**src/rtl/seg_pkg.sv**
```systemverilog
// Shared definitions for the seven-segment scanner: FSM state encoding and
// the all-segments-off pattern (segments are active-low, g..a).
package seg_pkg;

  typedef enum logic [1:0] {
    IDLE,
    SHOW,
    GAP
  } state_t;

  localparam logic [6:0] SEG_OFF = 7'h7F;

endpackage

```
**src/rtl/seven_seg_scanner_decode.sv**
```systemverilog
// Hex nibble to 7-segment pattern, segments ordered g..a, active-low.
module nibbleDecode
  import seg_pkg::*;
(
  input  logic [3:0] nibble,
  output logic [6:0] seg_n
);

  always_comb begin
    seg_n = SEG_OFF;
    case (nibble)
      4'h0: seg_n = 7'h40;
      4'h1: seg_n = 7'h79;
      4'h2: seg_n = 7'h24;
      4'h3: seg_n = 7'h30;
      4'h4: seg_n = 7'h19;
      4'h5: seg_n = 7'h12;
      4'h6: seg_n = 7'h02;
      4'h7: seg_n = 7'h78;
      4'h8: seg_n = 7'h00;
      4'h9: seg_n = 7'h10;
      4'hA: seg_n = 7'h08;
      4'hB: seg_n = 7'h03;
      4'hC: seg_n = 7'h46;
      4'hD: seg_n = 7'h21;
      4'hE: seg_n = 7'h06;
      4'hF: seg_n = 7'h0E;
      default: seg_n = SEG_OFF;
    endcase
  end

endmodule

```
**src/rtl/seven_seg_scanner.sv**
```systemverilog
// Time-multiplexed common-anode display driver: one shared decoder, blank gaps
// between digits, leading-zero blanking and frame-synchronous value updates.
module seven_seg_scanner
  import seg_pkg::*;
#(
  parameter int unsigned NUM_DIGITS   = 4,
  parameter int unsigned DIV          = 1000,
  parameter int unsigned BLANK_CYCLES = 16
) (
  input  logic                    clk,
  input  logic                    rst,
  input  logic [4*NUM_DIGITS-1:0] value,
  input  logic [NUM_DIGITS-1:0]   dp_in,
  input  logic                    load,
  input  logic                    enable,
  input  logic                    lz_blank,
  output logic [6:0]              seg,
  output logic                    dp,
  output logic [NUM_DIGITS-1:0]   dig_sel,
  output logic                    frame_done
);

  localparam int unsigned MAX_CNT = (DIV > BLANK_CYCLES) ? DIV : BLANK_CYCLES;
  localparam int unsigned CNT_W   = $clog2(MAX_CNT + 1);
  localparam int unsigned IDX_W   = (NUM_DIGITS > 1) ? $clog2(NUM_DIGITS) : 1;
  localparam logic [CNT_W-1:0] DIV_LD   = CNT_W'(DIV - 1);
  localparam logic [CNT_W-1:0] GAP_LD   = CNT_W'((BLANK_CYCLES > 0) ? BLANK_CYCLES - 1 : 0);
  localparam logic [IDX_W-1:0] IDX_LAST = IDX_W'(NUM_DIGITS - 1);

  state_t                  state_q;
  logic [IDX_W-1:0]        idx_q;
  logic [CNT_W-1:0]        cnt_q;
  logic [4*NUM_DIGITS-1:0] shad_val_q, disp_val_q;
  logic [NUM_DIGITS-1:0]   shad_dp_q, disp_dp_q;
  logic                    shad_lz_q, disp_lz_q;
  logic                    pending_q;
  logic [6:0]              seg_q;
  logic                    dp_q;
  logic [NUM_DIGITS-1:0]   dig_sel_q;
  logic                    frame_done_q;

  logic                    last_tick, last_digit, advance, frame_start;
  logic [3:0]              nibble;
  logic [6:0]              dec_seg;
  logic [NUM_DIGITS-1:0]   lz_mask;

  assign last_tick  = (cnt_q == '0);
  assign last_digit = (idx_q == IDX_LAST);
  // Without a gap the digit advances straight out of SHOW.
  assign advance    = last_tick && ((BLANK_CYCLES == 0) ? (state_q == SHOW) : (state_q == GAP));
  assign frame_start = enable && ((state_q == IDLE) || (advance && last_digit));

  assign nibble = disp_val_q[{idx_q, 2'b00} +: 4];

  nibbleDecode u_dec (
    .nibble (nibble),
    .seg_n  (dec_seg)
  );

  always_comb begin
    lz_mask = '0;
    for (int unsigned i = 1; i < NUM_DIGITS; i++) begin
      lz_mask[i] = disp_lz_q && ((disp_val_q >> (4 * i)) == '0) && !disp_dp_q[i];
    end
  end

  // A load on the frame-start edge bypasses the shadow so that frame uses it.
  always_ff @(posedge clk or posedge rst) begin
    if (rst) begin
      shad_val_q <= '0;
      shad_dp_q  <= '0;
      shad_lz_q  <= 1'b0;
      disp_val_q <= '0;
      disp_dp_q  <= '0;
      disp_lz_q  <= 1'b0;
      pending_q  <= 1'b0;
    end else begin
      if (load) begin
        shad_val_q <= value;
        shad_dp_q  <= dp_in;
        shad_lz_q  <= lz_blank;
        pending_q  <= 1'b1;
      end
      if (frame_start && (load || pending_q)) begin
        disp_val_q <= load ? value    : shad_val_q;
        disp_dp_q  <= load ? dp_in    : shad_dp_q;
        disp_lz_q  <= load ? lz_blank : shad_lz_q;
        pending_q  <= 1'b0;
      end
    end
  end

  always_ff @(posedge clk or posedge rst) begin
    if (rst) begin
      state_q      <= IDLE;
      idx_q        <= '0;
      cnt_q        <= '0;
      seg_q        <= SEG_OFF;
      dp_q         <= 1'b1;
      dig_sel_q    <= '1;
      frame_done_q <= 1'b0;
    end else begin
      frame_done_q <= 1'b0;
      seg_q        <= SEG_OFF;
      dp_q         <= 1'b1;
      dig_sel_q    <= '1;
      if (enable && (state_q == SHOW)) begin
        dig_sel_q <= ~(NUM_DIGITS'(1) << idx_q);
        if (!lz_mask[idx_q]) begin
          seg_q <= dec_seg;
          dp_q  <= ~disp_dp_q[idx_q];
        end
      end

      if (!enable) begin
        state_q <= IDLE;
        idx_q   <= '0;
        cnt_q   <= '0;
      end else begin
        unique case (state_q)
          IDLE: begin
            state_q <= SHOW;
            idx_q   <= '0;
            cnt_q   <= DIV_LD;
          end
          SHOW, GAP: begin
            if (!last_tick) begin
              cnt_q <= cnt_q - CNT_W'(1);
            end else if ((state_q == SHOW) && (BLANK_CYCLES != 0)) begin
              state_q <= GAP;
              cnt_q   <= GAP_LD;
            end else begin
              state_q      <= SHOW;
              cnt_q        <= DIV_LD;
              idx_q        <= last_digit ? '0 : idx_q + IDX_W'(1);
              frame_done_q <= last_digit;
            end
          end
          default: state_q <= IDLE;
        endcase
      end
    end
  end

  assign seg        = seg_q;
  assign dp         = dp_q;
  assign dig_sel    = dig_sel_q;
  assign frame_done = frame_done_q;

endmodule
```
**config.mk**
```make
export PLATFORM = sky130hd
export DESIGN_NAME = seven_seg_scanner
export DESIGN_NICKNAME = d
export VERILOG_FILES = /design/src/rtl/seg_pkg.sv /design/src/rtl/seven_seg_scanner_decode.sv /design/src/rtl/seven_seg_scanner.sv
export SDC_FILE = /design/constraint.sdc
export NUM_CORES = 1
export LEC_CHECK = 0
export ABC_AREA = 1
export ABC_CLOCK_PERIOD_IN_PS = 3800
export BUFFER_PORTS_ARGS = -buffer_cell sky130_fd_sc_hd__buf_2
export CELL_PAD_IN_SITES_DETAIL_PLACEMENT = 0
export CELL_PAD_IN_SITES_GLOBAL_PLACEMENT = 2
export CORE_MARGIN = 1
export CORE_UTILIZATION = 39
export DETAILED_ROUTE_END_ITERATION = 8
export GPL_ROUTABILITY_DRIVEN = 1
export PLACE_DENSITY_LB_ADDON = 0.1
export SKIP_LAST_GASP = 1
export SLEW_MARGIN = 15
export SYNTH_ARGS = -nofsm -noshare
export SYNTH_HDL_FRONTEND = slang
export SYNTH_SLANG_ARGS = --single-unit
```
**constraint.sdc**
```tcl
create_clock -name clk -period 3.8 [get_ports clk]
set_input_delay 0 -clock clk [delete_from_list [all_inputs] [get_ports clk]]
set_output_delay 0 -clock clk [all_outputs]
set_load 0.005 [all_outputs]
```
### Yosys cells after proc, flatten, opt, wreduce, memory -nomap -nowiden

Memory sizes are Yosys's and may differ from the RTL's.
Index checks and enable logic that the tools add are counted.

* bits in registers: 70
* input port bits: 25
* logic and storage cells: 83
* memory bits (read-only): 112
* memories: 1
* output and inout bits: 13

Memory list
* (name not given): depth 16, bits a word 7, read ports 1, clocked after Yosys merged registers in 0, wr ports 0, RTL line seven_seg_scanner_decode.sv:11 `case (nibble)`

* eq/ne operators: 6
* shift operators: 2
* order comparisons: 1
* muxes and demuxes: 31
* reductions and logical operators: 24
* bitwise logic cells: 2
* add/sub/neg operators: 2

Operators by type and width (count)
* 16-bit logical NOT: 3
* 10-bit 2-to-1 mux: 3
* 10-bit one-hot mux with 2 select lines: 1
* 16-bit 2-to-1 mux: 1
* 16-bit by 5-bit indexed part select with 4-bit output: 1
* 2-bit 2-to-1 mux: 7
* 7-bit 2-to-1 mux: 2
* 1-bit logical AND: 11
* 1-bit 2-to-1 mux: 11
* 10-bit logical NOT: 1
* 10-bit by 1-bit subtractor with 10-bit output, second input constant: 1
* 4-bit 2-to-1 mux: 2
* 2-bit one-hot mux with 2 select lines: 2
* 3-bit != test, second input constant: 2
* 1-bit binary-select mux with 2-bit select: 2
* 2-bit == test, second input constant: 2
* 4-bit inverter: 1
* 1-bit by 2-bit left shift with 4-bit output, first input constant: 1
* 1-bit logical NOT: 3
* 2-bit by 3-bit < comparator with 1-bit output, second input constant: 1
* 3-bit by 1-bit != test with 1-bit output, second input constant: 1
* 3-bit AND reduction: 1
* 2-bit by 1-bit adder with 2-bit output, second input constant: 1
* 2-bit by 1-bit == test with 1-bit output, second input constant: 1
* 5 further kinds: 6

### Logic depth before layout (Yosys ltp)

Gate-level depths: netlist of run 1.

* depth after elaboration: 7
* mapped depth: 11
* depth with buffers taken out: 10

### Hierarchy

From an unflattened synthesis of run 1, not the netlist that was laid out.

* cells, all modules: 447
* area total of the unflattened synthesis: 3622.2 µm²

Modules (own cells, without submodules)
* seven_seg_scanner: instances 1, area each 3348.2 µm², cells each 398
* nibbleDecode: instances 1, area each 274.0 µm², cells each 49

### Least setup slack after synthesis of run 1

No wires, ideal clock.

* kind: register -> register
* start point: register state_q[0]
* end point: register cnt_q[2]
* slack: 2246 ps
* period minus slack after synthesis: 1554 ps
* setup time: 121 ps
* cell stages (with the launch flop): 6
* arrival time: 1433 ps
* path through: dfrtp_1 inv_1 ha_1 nor3_4 nor2_2 a22o_1

* cells in the longest elaborated chain, start to end: 4
* elaborated cells on any way between the ends: 7
* those cells by class: 3 x eq/ne; 2 x mux; 2 x reduce/logical

Ends and longest elaborated chain
* start: declaration: RTL line seven_seg_scanner.sv:30 `state_t state_q;`
* start signal: assignment: RTL line seven_seg_scanner.sv:95 `state_q <= IDLE;`
* start signal: assignment: RTL line seven_seg_scanner.sv:116 `state_q <= IDLE;`
* start signal: assignment: RTL line seven_seg_scanner.sv:122 `state_q <= SHOW;`
* 2-bit by 1-bit == test with 1-bit output or 2-bit == test (tied branches): RTL line seven_seg_scanner.sv:120 `unique case (state_q)`
* 2-bit OR reduction: RTL line seven_seg_scanner.sv:120
* 10-bit one-hot mux with 2 select lines: RTL line seven_seg_scanner.sv:120
* 10-bit 2-to-1 mux: RTL line seven_seg_scanner.sv:115 `if (!enable) begin`
* end signal: assignment: RTL line seven_seg_scanner.sv:128 `cnt_q <= cnt_q - CNT_W'(1);`
* end: declaration: RTL line seven_seg_scanner.sv:32 `logic [CNT_W-1:0] cnt_q;`

Parallel ways exist; a longest one is shown, timed or not.
A chain may end at the register's enable or synchronous reset.

### Worst setup path after layout of run 1

* start point: register idx_q[0]
* end point: register seg_q[3] (netlist: seg[3])

* cells in the longest elaborated chain, start to end: 4
* elaborated cells on any way between the ends: 6
* those cells by class: 1 x shift; 4 x mux; 1 x memory

Ends and longest elaborated chain
* start: declaration: RTL line seven_seg_scanner.sv:31 `logic [IDX_W-1:0] idx_q;`
* start signal: assignment: RTL line seven_seg_scanner.sv:135 `idx_q <= last_digit ? '0 : idx_q + IDX_W'(1);`
* 16-bit by 5-bit indexed part select with 4-bit output or 1-bit binary-select mux with 2-bit select (tied branches): RTL line seven_seg_scanner.sv:53, seven_seg_scanner.sv:109
* memory read 16 x 7 bit or 1-bit 2-to-1 mux (tied branches)
* 7-bit 2-to-1 mux (*): RTL line seven_seg_scanner.sv:109 `if (!lz_mask[idx_q]) begin`
* 7-bit 2-to-1 mux (*): RTL line seven_seg_scanner.sv:107 `if (enable && (state_q == SHOW)) begin`
* end signal: assignment: RTL line seven_seg_scanner.sv:110 `seg_q <= dec_seg;`
* end: declaration: RTL line seven_seg_scanner.sv:37 `logic [6:0] seg_q;`

Every way passes the cells marked *; elsewhere a longest branch is shown, timed or not. The select of a mux whose other input is x is not followed.

==> results.sh, run 1 <==
export IMPL_grt_ovfl_total=0
export IMPL_met3_length_um=186
export IMPL_cp_end_kind="flop"
export IMPL_drive_gt1_frac=0.231
export IMPL_clk_latency_ps=340
export IMPL_ios=38
export IMPL_slowest_stage="dfrtp_1"
export IMPL_fp_dieArea_um2=9640
export IMPL_ys_flop_type="dfrtp_1"
export IMPL_power_uw=3240
export IMPL_antenna_cells=0
export IMPL_r2r_end="seg[3]"
export IMPL_fin_nets=502
export IMPL_p_int_uw=1850
export IMPL_grt_max_degree=46
export IMPL_worst_slew_pin_slew_ps=919
export IMPL_cts_root_buffer="clkbuf_8"
export IMPL_setup_viol=0
export IMPL_slowest_delay_ps=620
export IMPL_num_vias=2773
export IMPL_synthesis_nets=446
export IMPL_critPathMaxFanout=15
export IMPL_ant_nets=0
export IMPL_combPwrFrac=0.432
export IMPL_cts_buffers=9
export IMPL_maxSlewHeadroom=0.386
export IMPL_synth_seq_cells=70
export IMPL_hp_class="input pin to flop"
export IMPL_grt_antenna_before_repair=0
export IMPL_rr_worst_depth=10
export IMPL_power_leakage_uw=0.00208
export IMPL_area_growth_pct=18.1
export IMPL_p_seq_frac=0.364
export IMPL_place_hpwl_mm=5.36
export IMPL_switchingPower_uw=1390
export IMPL_reg2reg_from="idx_q[0]"
export IMPL_wl_met2_mm=3.42
export IMPL_grt_use_total=0.177
export IMPL_postCtsSetupRepairBufs=0
export IMPL_avgSynthCellArea_um2=8.86
export IMPL_clock_sinks=70
export IMPL_netlist_area_um2=3610
export IMPL_synth_commonest_cells="nand2_1, dfrtp_1, inv_1, nand3_1"
export IMPL_firstDrtPassIters=6
export IMPL_status="finished, final reports clean"
export IMPL_hold_start="load"
export IMPL_numPortBuffers=37
export IMPL_period_share=0.520
export IMPL_clockBufferDepth=2
export IMPL_setup_tns_ps=0
export IMPL_rsz0062_at_grt="false"
export IMPL_max_vdd_ir_drop_v=0.000301
export IMPL_final_util=0.481
export IMPL_ys_seq_area_frac=0.490
export IMPL_rows=34
export IMPL_fillers=887
export IMPL_syn_instance_count=407
export IMPL_top_layer_used="met4"
export IMPL_path_cells="inv_2 > nand2_1 > nand3_1 > nand2_1 > inv_1 > ha_1 > nand2_1 > o21ai_0 > nand2_1 > nand3_1"
export IMPL_start_kind="flop"
export IMPL_p_sw_frac=0.429
export IMPL_drc=0
export IMPL_drv_cap=0
export IMPL_grt_pass1_wl_mm=13.5
export IMPL_period_needed_ps=1980
export IMPL_synth_edf_count=0
export IMPL_die_h_um=98.2
export IMPL_drv_slew=0
export IMPL_start_util=0.408
export IMPL_ctsHoldBuffers=22
export IMPL_routed_wirelength_mm=7.67
export IMPL_min_delay_path_depth=3
export IMPL_core_um2=8850
export IMPL_drt_iter0_drc=96
export IMPL_drt_wirelength_per_cell_um=13.3
export IMPL_powerDensity_nw_per_um2=760
export IMPL_critPathRequiredTime_ps=4070
export IMPL_die_w_um=98.2
export IMPL_path_buf_inv=2
export IMPL_via_per_inst=4.82
export IMPL_hold_path_end="pending_q"
export IMPL_cts_tree="done"
export IMPL_htreeDepth=3
export IMPL_synth_cell_type_count=29
export IMPL_hold_viol=0
export IMPL_finalClockSkew_ps=9.79
export IMPL_path_clk_slew_ps=80
export IMPL_cts_resized=0
export IMPL_p_clk_frac=0.204
export IMPL_post_synth_top_area_fraction=0.402
export IMPL_ys_top_cells_by_area="dfrtp_1, nand2_1, dfstp_2, mux2_2, nand3_1"
export IMPL_grt_pass1_vias=2779
export IMPL_cp_common_cell="nand2_1"
export IMPL_yosysMostFrequentCell="nand2_1"
export IMPL_critical_path_top_delay_family="simple AND/OR/NAND/NOR gates"
export IMPL_routabilityCongestion=0.784
export IMPL_yosysTopAreaCell="dfrtp_1"
export IMPL_reg2reg_slack_ps=1820
export IMPL_synthArstFlopShare=1.00
export IMPL_met1_length_mm=3.95
export IMPL_criticalPathCategory="flop to flop"
export IMPL_ys_warn_count=0
export IMPL_critPathArrivalTime_ps=2240
export IMPL_fmax_mhz=506
[how the worst max path moves through the flow]
stage             start        to  slack (ps)  cells after the start
5_1_grt        idx_q[0]    seg[0]        1560                     10
3_3_place_gp   idx_q[0]    seg[0]        1810                     10
6_report       idx_q[0]    seg[3]        1820                     10
3_5_place_dp   idx_q[0]    seg[3]        1790                     10
2_1_floorplan       rst  cnt_q[0]        2050                      1
4_1_cts        idx_q[0]    seg[3]        1790                     10
[cell type report]
class                   instances  area, µm²  area share
flip-flops and latches         70       1770       0.415
multi-input cells             283       1590       0.373
inverters                      39        146      0.0344
clock inverters                 6       87.6      0.0206
repair buffers                 60        413      0.0969
clock buffers                   9        124      0.0291
well taps                     108        135      0.0317
[metrics by stage]
| stage | worst slack (ps) | instances | area (µm²) | hold slack [ps] |
|---|---|---|---|---|
| 2_1_floorplan | 2050 | 407 | 3610 | 163 |
| 3_3_place_gp | 1810 | 538 | 3830 | 254 |
| 3_5_place_dp | 1790 | 538 | 3830 | 253 |
| 4_1_cts | 1790 | 575 | 4260 | 184 |
| 5_1_grt | 1560 | 575 | 4260 | 220 |
| 6_report | 1820 | 575 | 4260 | 187 |
[layout by cell type, fill, tap and decap left out, drive strengths merged, types with 2 or more instances in the layout]
cell type,netlist,routed
mux2,21,21
o21ai,22,22
nor2,22,22
clkinv,0,4
bufinv,0,2
a21oi,2,2
nand2,137,137
nand3,39,39
dfstp,12,12
clkbuf,4,9
dfrtp,58,58
buf,11,38
dlygate4sd3,0,22
ha,14,14
nor3,2,2
nand4,21,21
inv,39,39
[layer usage]
metal  up-vias  global-route usage
met2        41               0.276
met4         0              0.0620
met5         -                   0
li1       1433                   -
met1      1289               0.248
met3        10              0.0301
[worst min-delay path, stage by stage]
cell,delay [ps]
buf_2,250
nor2_1,180
a21oi_1,50
[logic make-up (layout without fill, tap and decap cells)]
logic type / Yosys count / count (layout) / synth area share
simple gates: 221 / 221 / 0.284
flops: 70 / 70 / 0.490
buf+inv: 54 / 114 / 0.0701
compound gates: 26 / 26 / 0.0395
mux: 21 / 21 / 0.0656
fa+ha+maj: 14 / 14 / 0.0486
xor+xnor: 1 / 1 / 0.00243
[power by group through the flow]
stage	clock network [µW]	logic (µW)	registers [µW]
3_5_place_dp	0	1390	1200
5_1_grt	708	1630	1210
3_3_place_gp	0	1400	1200
2_1_floorplan	0	1160	1140
6_report	660	1400	1180
4_1_cts	674	1420	1180
[flip-flops by register name (all words and copies together) (netlist names)]
register / flops
idx_q: 2
disp_dp_q: 4
shad_dp_q: 4
disp_val_q: 16
disp_lz_q: 1
seg: 7
cnt_q: 10
state_q: 2
dp: 1
dig_sel: 4
frame_done: 1
shad_val_q: 16
pending_q: 1
shad_lz_q: 1
Power figures use the tool's default switching activity.
==> run 2: changes to the inputs <==
Settings changed: ABC_AREA 1 to 0, ABC_CLOCK_PERIOD_IN_PS 3800 to 1900.
Clock period 3.8 ns to 1.9 ns, I/O delays scaled along.
==> run 2 against run 1 <==
Effect of this change:
- sequential share of layout area fell by 2.5 points
- die area down 3.5%
- worst hold slack got worse by 54 ps
- largest cell class unchanged
- first-iteration DRC count is 51% lower
- global-route usage grew 1.3 points
- sequential power up 97%
- the flow now finishes with violations (negative setup slack)
- utilization increased by 4.2 points
- clock power increased by 68%
- via count down 7.5%
- register-to-register slack got worse by 1900 ps
- worst setup slack got worse by 1900 ps
- critical path type unchanged
==> results.sh, run 2 <==
export IMPL_synthesis_nets=333
export IMPL_setup_viol=21
export IMPL_antenna_cells=0
export IMPL_ios=38
export IMPL_die_h_um=96.4
export IMPL_finalClockSkew_ps=12.7
export IMPL_core_um2=8680
export IMPL_synth_commonest_cells="dfrtp_1, mux2_2, nand2_1"
export IMPL_layout_commonest_cell="dfrtp_1"
export IMPL_drive_gt1_frac=0.416
export IMPL_final_cell_mix="dfrtp_1, mux2_2, buf_2, buf_4, dlygate4sd3_1"
export IMPL_grt_antenna_before_repair=0
export IMPL_via_per_inst=5.11
export IMPL_maxSlewHeadroom=0.710
export IMPL_area_growth_pct=30.6
export IMPL_synthArstFlopShare=1.00
export IMPL_start_util=0.401
export IMPL_final_util=0.524
export IMPL_yosysTopAreaCell="dfrtp_1"
export IMPL_synth_seq_cells=70
export IMPL_grt_pass1_wl_mm=13.0
export IMPL_ys_seq_area_frac=0.508
export IMPL_rsz0062_at_grt="true"
export IMPL_die_w_um=96.4
export IMPL_grt_pass1_vias=2641
export IMPL_start_kind="flop"
export IMPL_synth_cell_type_count=49
export IMPL_drc=0
export IMPL_whs_ps=133
export IMPL_ant_nets=0
export IMPL_critPathRequiredTime_ps=2140
export IMPL_power_leakage_uw=0.00195
export IMPL_place_hpwl_mm=5.52
export IMPL_violations="negative setup slack"
export IMPL_grt_ovfl_total=0
export IMPL_path_clk_slew_ps=80
export IMPL_ys_top_cells_by_area="dfrtp_1, mux2_2, dfstp_2, ha_1, mux4_2"
export IMPL_routabilityCongestion=0.761
export IMPL_avgSynthCellArea_um2=11.8
export IMPL_drt_wirelength_per_cell_um=15.5
export IMPL_period_needed_ps=1960
export IMPL_clock_sinks=70
export IMPL_worst_slew_pin_slew_ps=424
export IMPL_grt_max_degree=52
export IMPL_hold_viol=0
export IMPL_cts_tree="done"
export IMPL_synth_edf_count=0
export IMPL_status="complete, but fails checks"
export IMPL_ys_flop_type="dfrtp_1"
export IMPL_cts_buffers=9
export IMPL_yosysMostFrequentCell="dfrtp_1"
export IMPL_drv_cap=0
export IMPL_reg2reg_slack_ps=-60
export IMPL_clk_latency_ps=350
export IMPL_worst_slack_ps=-56.5
export IMPL_netlist_area_um2=3480
export IMPL_post_synth_top_area_fraction=0.417
export IMPL_criticalPathCategory="flop to flop"
export IMPL_routed_wirelength_mm=7.77
export IMPL_rows=34
export IMPL_syn_instance_count=294
export IMPL_htreeDepth=3
export IMPL_reg_largest_list="disp_val_q: 16 flops, shad_val_q: 16 flops, cnt_q: 10 flops"
export IMPL_drt_iter0_drc=47
export IMPL_fp_dieArea_um2=9300
export IMPL_ys_warn_count=0
export IMPL_num_vias=2565
export IMPL_clockBufferDepth=2
export IMPL_drv_slew=0
export IMPL_fmax_mhz=511
export IMPL_cp_end_kind="flop"
export IMPL_critPathArrivalTime_ps=2190
export IMPL_hp_class="input pin to flop"
export IMPL_max_vdd_ir_drop_v=0.000537
export IMPL_fin_nets=428
export IMPL_powerDensity_nw_per_um2=1440
export IMPL_critPathMaxFanout=21
export IMPL_numPortBuffers=37
export IMPL_cts_root_buffer="clkbuf_8"
export IMPL_period_share=1.03
export IMPL_grt_use_total=0.190
export IMPL_firstDrtPassIters=4
run 2: cell types whose count changed after synthesis, sizes merged, moves of 12 or more:
cell   delta
nand2   -118
nand3    -29
mux2     +24
inv      -23
nand4    -19
o21ai    -17
a21oi    +12
run 2: report_power, final:
group,total (µW),switching (µW),internal [µW],leakage [µW]
sequential,2330,355,1980,0.000823
clock,1110,626,487,0.0000866
combinational,3120,1520,1590,0.00104
run 2: metal layers:
layer | share of wire | track usage | wire (µm)
met4 | 0.016 | 0.0797 | 127
met5 | 0 | 0 | 0
met3 | 0.025 | 0.0336 | 198
met1 | 0.49 | 0.255 | 3780
met2 | 0.47 | 0.302 | 3660
run 2: cell type report:
class,count,area (µm²)
Timing Repair Buffer,100,744
Inverter,16,62.6
Multi-Input combinational cell,192,1650
Tap cell,108,135
Clock buffer,9,124
Fill cell,835,4140
Sequential cell,70,1770
Clock inverter,7,55.1
run 2: path summary, 6_finish.rpt:
path                       cells past startpoint        endpoint          start
max in group asynchronous                      4          seg[1]            rst
max                                            6  disp_val_q[12]       cnt_q[5]
min reg2reg                                    1   shad_val_q[6]  shad_val_q[6]
min in group asynchronous                      3    shad_dp_q[0]            rst
max reg2reg                                    6  disp_val_q[12]       cnt_q[5]
min                                            2   shad_val_q[1]           load
run 2: kinds of logic after synthesis:
logic type / share of synthesized area
compound gates: 0.0964
xor+xnor: 0.0126
fa+ha+maj: 0.0504
buf+inv: 0.0392
flops: 0.508
mux: 0.189
simple gates: 0.105
run 2: repair_timing:
item | in CTS | in global routing
hold buffers | 23 | 0
setup endpoints to repair | 23 | 29
gates cloned | 0 | 0
pin swaps | 1 | 3
endpoints found under the hold margin | 44 | 0
gates resized for setup | 1 | 20
buffers inserted | 1 | 1
run 2: critical path, stage by stage, from the launching register on:
cell and delay, ps:
dfrtp_1 410, nor4_4 310, and3_4 230, a31o_4 150, nor3b_4 210, buf_12 190
mux2_2 340
run 2: metrics by stage:
stage / setup TNS [ps] / instances / power, µW / setup slack [ps] / instance area, µm²
3_5_place_dp: -1330 / 461 / 5260 / -79.2 / 4050
2_1_floorplan: -4420 / 294 / 4170 / -218 / 3500
5_1_grt: -3080 / 502 / 7120 / -162 / 4540
3_3_place_gp: -1250 / 461 / 5240 / -74.9 / 4050
4_1_cts: -1370 / 501 / 6450 / -81.5 / 4460
6_report: -864 / 502 / 6560 / -56.5 / 4540
==> run 3: changes to the inputs <==
Settings changed: PLACE_DENSITY_LB_ADDON 0.1 to 0.2.
==> run 3 against run 2 <==
Effect of this change:
- largest cell class unchanged
- sequential power barely moved
- combinational power rose by 9.0%
- the run still ends with negative setup slack left
- fmax fell by 3.5%
- global-route usage fell by 0.083 points
- largest power group unchanged
- via count rose by 4.0%
- sequential share of layout area fell by 1.4 points
- first-iteration DRC count rose by 110%
- worst setup slack got worse by 71 ps
==> results.sh, run 3 (same netlist as run 2, synthesis figures left out) <==
export IMPL_period_needed_ps=2030
export IMPL_drt_iter0_drc=101
export IMPL_path_clk_slew_ps=70
export IMPL_critPathMaxFanout=5
export IMPL_finalClockSkew_ps=10.8
export IMPL_worst_slack_ps=-128
export IMPL_max_vdd_ir_drop_v=0.000454
export IMPL_clockBufferDepth=2
export IMPL_start_kind="flop"
export IMPL_power_leakage_uw=0.00208
export IMPL_grt_max_degree=26
export IMPL_layout_commonest_cell="dfrtp_1"
export IMPL_antenna_cells=0
export IMPL_setup_viol=21
export IMPL_power_uw=7000
export IMPL_hold_viol=0
export IMPL_grt_pass1_vias=2583
export IMPL_grt_ovfl_total=0
export IMPL_drt_wirelength_per_cell_um=16.0
export IMPL_clock_sinks=70
export IMPL_drive_gt1_frac=0.433
export IMPL_critical_path_top_delay_family="simple AND/OR/NAND/NOR gates"
export IMPL_criticalPathCategory="flop to flop"
export IMPL_htreeDepth=3
export IMPL_period_share=1.07
export IMPL_maxSlewHeadroom=0.610
export IMPL_clk_latency_ps=340
export IMPL_post_place_cells=462
export IMPL_final_cell_mix="dfrtp_1, buf_4, buf_2"
export IMPL_ant_nets=0
export IMPL_cts_tree="done"
export IMPL_critPathCapture="disp_val_q[15]"
export IMPL_numPortBuffers=37
export IMPL_grt_use_total=0.189
export IMPL_core_um2=8680
export IMPL_cts_root_buffer="clkbuf_8"
export IMPL_drv_cap=0
export IMPL_path_buf_inv=2
export IMPL_fin_nets=434
export IMPL_worst_slew_pin_slew_ps=584
export IMPL_ios=38
export IMPL_routabilityCongestion=0.822
export IMPL_path_cells="nor4_4 > and3_4 > a31o_4 > nor3b_4 > buf_6 > clkbuf_16 > mux2_4"
export IMPL_via_per_inst=5.25
export IMPL_cts_buffers=9
export IMPL_drv_slew=0
export IMPL_routed_wirelength_mm=8.13
export IMPL_slowest_stage="dfrtp_1"
export IMPL_die_w_um=96.4
export IMPL_drc=0
export IMPL_path_depth=7
export IMPL_critPathArrivalTime_ps=2250
export IMPL_r2r_end="disp_val_q[15]"
export IMPL_violations="negative setup slack"
export IMPL_reg_largest_list="disp_val_q: 16 flops, shad_val_q: 16 flops, cnt_q: 10 flops"
export IMPL_instances_no_fill=508
export IMPL_rows=34
export IMPL_reg2reg_slack_ps=-130
export IMPL_start_util=0.401
export IMPL_critPathRequiredTime_ps=2120
export IMPL_fillers=799
export IMPL_firstDrtPassIters=4
export IMPL_crit_start="cnt_q[2]"
export IMPL_rsz0062_at_grt="true"
export IMPL_whs_ps=2.04
export IMPL_reg2reg_from="cnt_q[2]"
export IMPL_rr_worst_depth=7
export IMPL_fmax_mhz=493
export IMPL_grt_pass1_wl_mm=13.1
export IMPL_place_hpwl_mm=5.78
export IMPL_powerDensity_nw_per_um2=1490
export IMPL_status="complete, but fails checks"
export IMPL_hp_class="input pin to flop"
export IMPL_fp_dieArea_um2=9300
export IMPL_slowest_delay_ps=420
export IMPL_area_growth_pct=35.3
export IMPL_die_h_um=96.4
export IMPL_grt_antenna_before_repair=0
export IMPL_cp_end_kind="flop"
export IMPL_num_vias=2668
-- run 3: timing repair --
action	CTS	global route
hold endpoints to repair	43	1
resized for setup	3	34
setup endpoints to repair	24	27
gates cloned	0	3
buffers inserted	0	4
hold buffers	22	1
pin swaps	0	3
-- run 3: worst register-to-register path, delay by kind of cell, from the launching register on --
family / cells / cell delay, ps
buffers and inverters: 2 / 300
DFF: 1 / 420
and+or+nand+nor: 3 / 750
muxes: 1 / 300
AOI/OAI and AO/OA: 1 / 150
-- run 3: layout make-up --
cell class | count | area, µm² | area share
sequential | 70 | 1770 | 0.376
inverter | 16 | 60.1 | 0.0128
clock buffer | 11 | 141 | 0.0300
clock inverter | 5 | 65.1 | 0.0138
multi-input combinational | 192 | 1700 | 0.361
timing repair buffer | 106 | 836 | 0.178
tap | 108 | 135 | 0.0287
-- run 3: report_power, final --
part / internal [µW] / switching (µW)
combinational: 1820 / 1590
sequential: 1980 / 372
clock: 659 / 585
-- run 3: metrics by stage --
step	instance area, µm²	setup TNS (ps)	setup slack [ps]	utilization
3_3_place_gp	4050	-1070	-83.5	0.467
6_report	4710	-2250	-128	0.542
4_1_cts	4490	-1550	-93.3	0.517
3_5_place_dp	4050	-1470	-80.1	0.467
2_1_floorplan	3500	-4420	-218	-
5_1_grt	4710	-3790	-190	0.542
-- run 3: per-layer routing --
| layer | vias up | GRT usage | wire length (µm) |
|---|---|---|---|
| li1 | 1268 | - | - |
| met1 | 1325 | 0.268 | 4080 |
| met2 | 70 | 0.284 | 3700 |
| met3 | 5 | 0.0415 | 290 |
| met4 | 0 | 0.0662 | 64 |
| met5 | - | 0 | 0 |
-- run 3: worst min-delay path by stage --
stage / cells past startpoint / to / start / slack [ps]
6_report: 3 / pending_q / load / 2
5_1_grt: 3 / pending_q / load / 40
4_1_cts: 2 / cnt_q[6] / enable / -5
3_5_place_dp: 2 / shad_val_q[14] / rst / 110
3_3_place_gp: 2 / shad_val_q[14] / rst / 90
2_1_floorplan: 1 / shad_val_q[3] / value[3] / 160
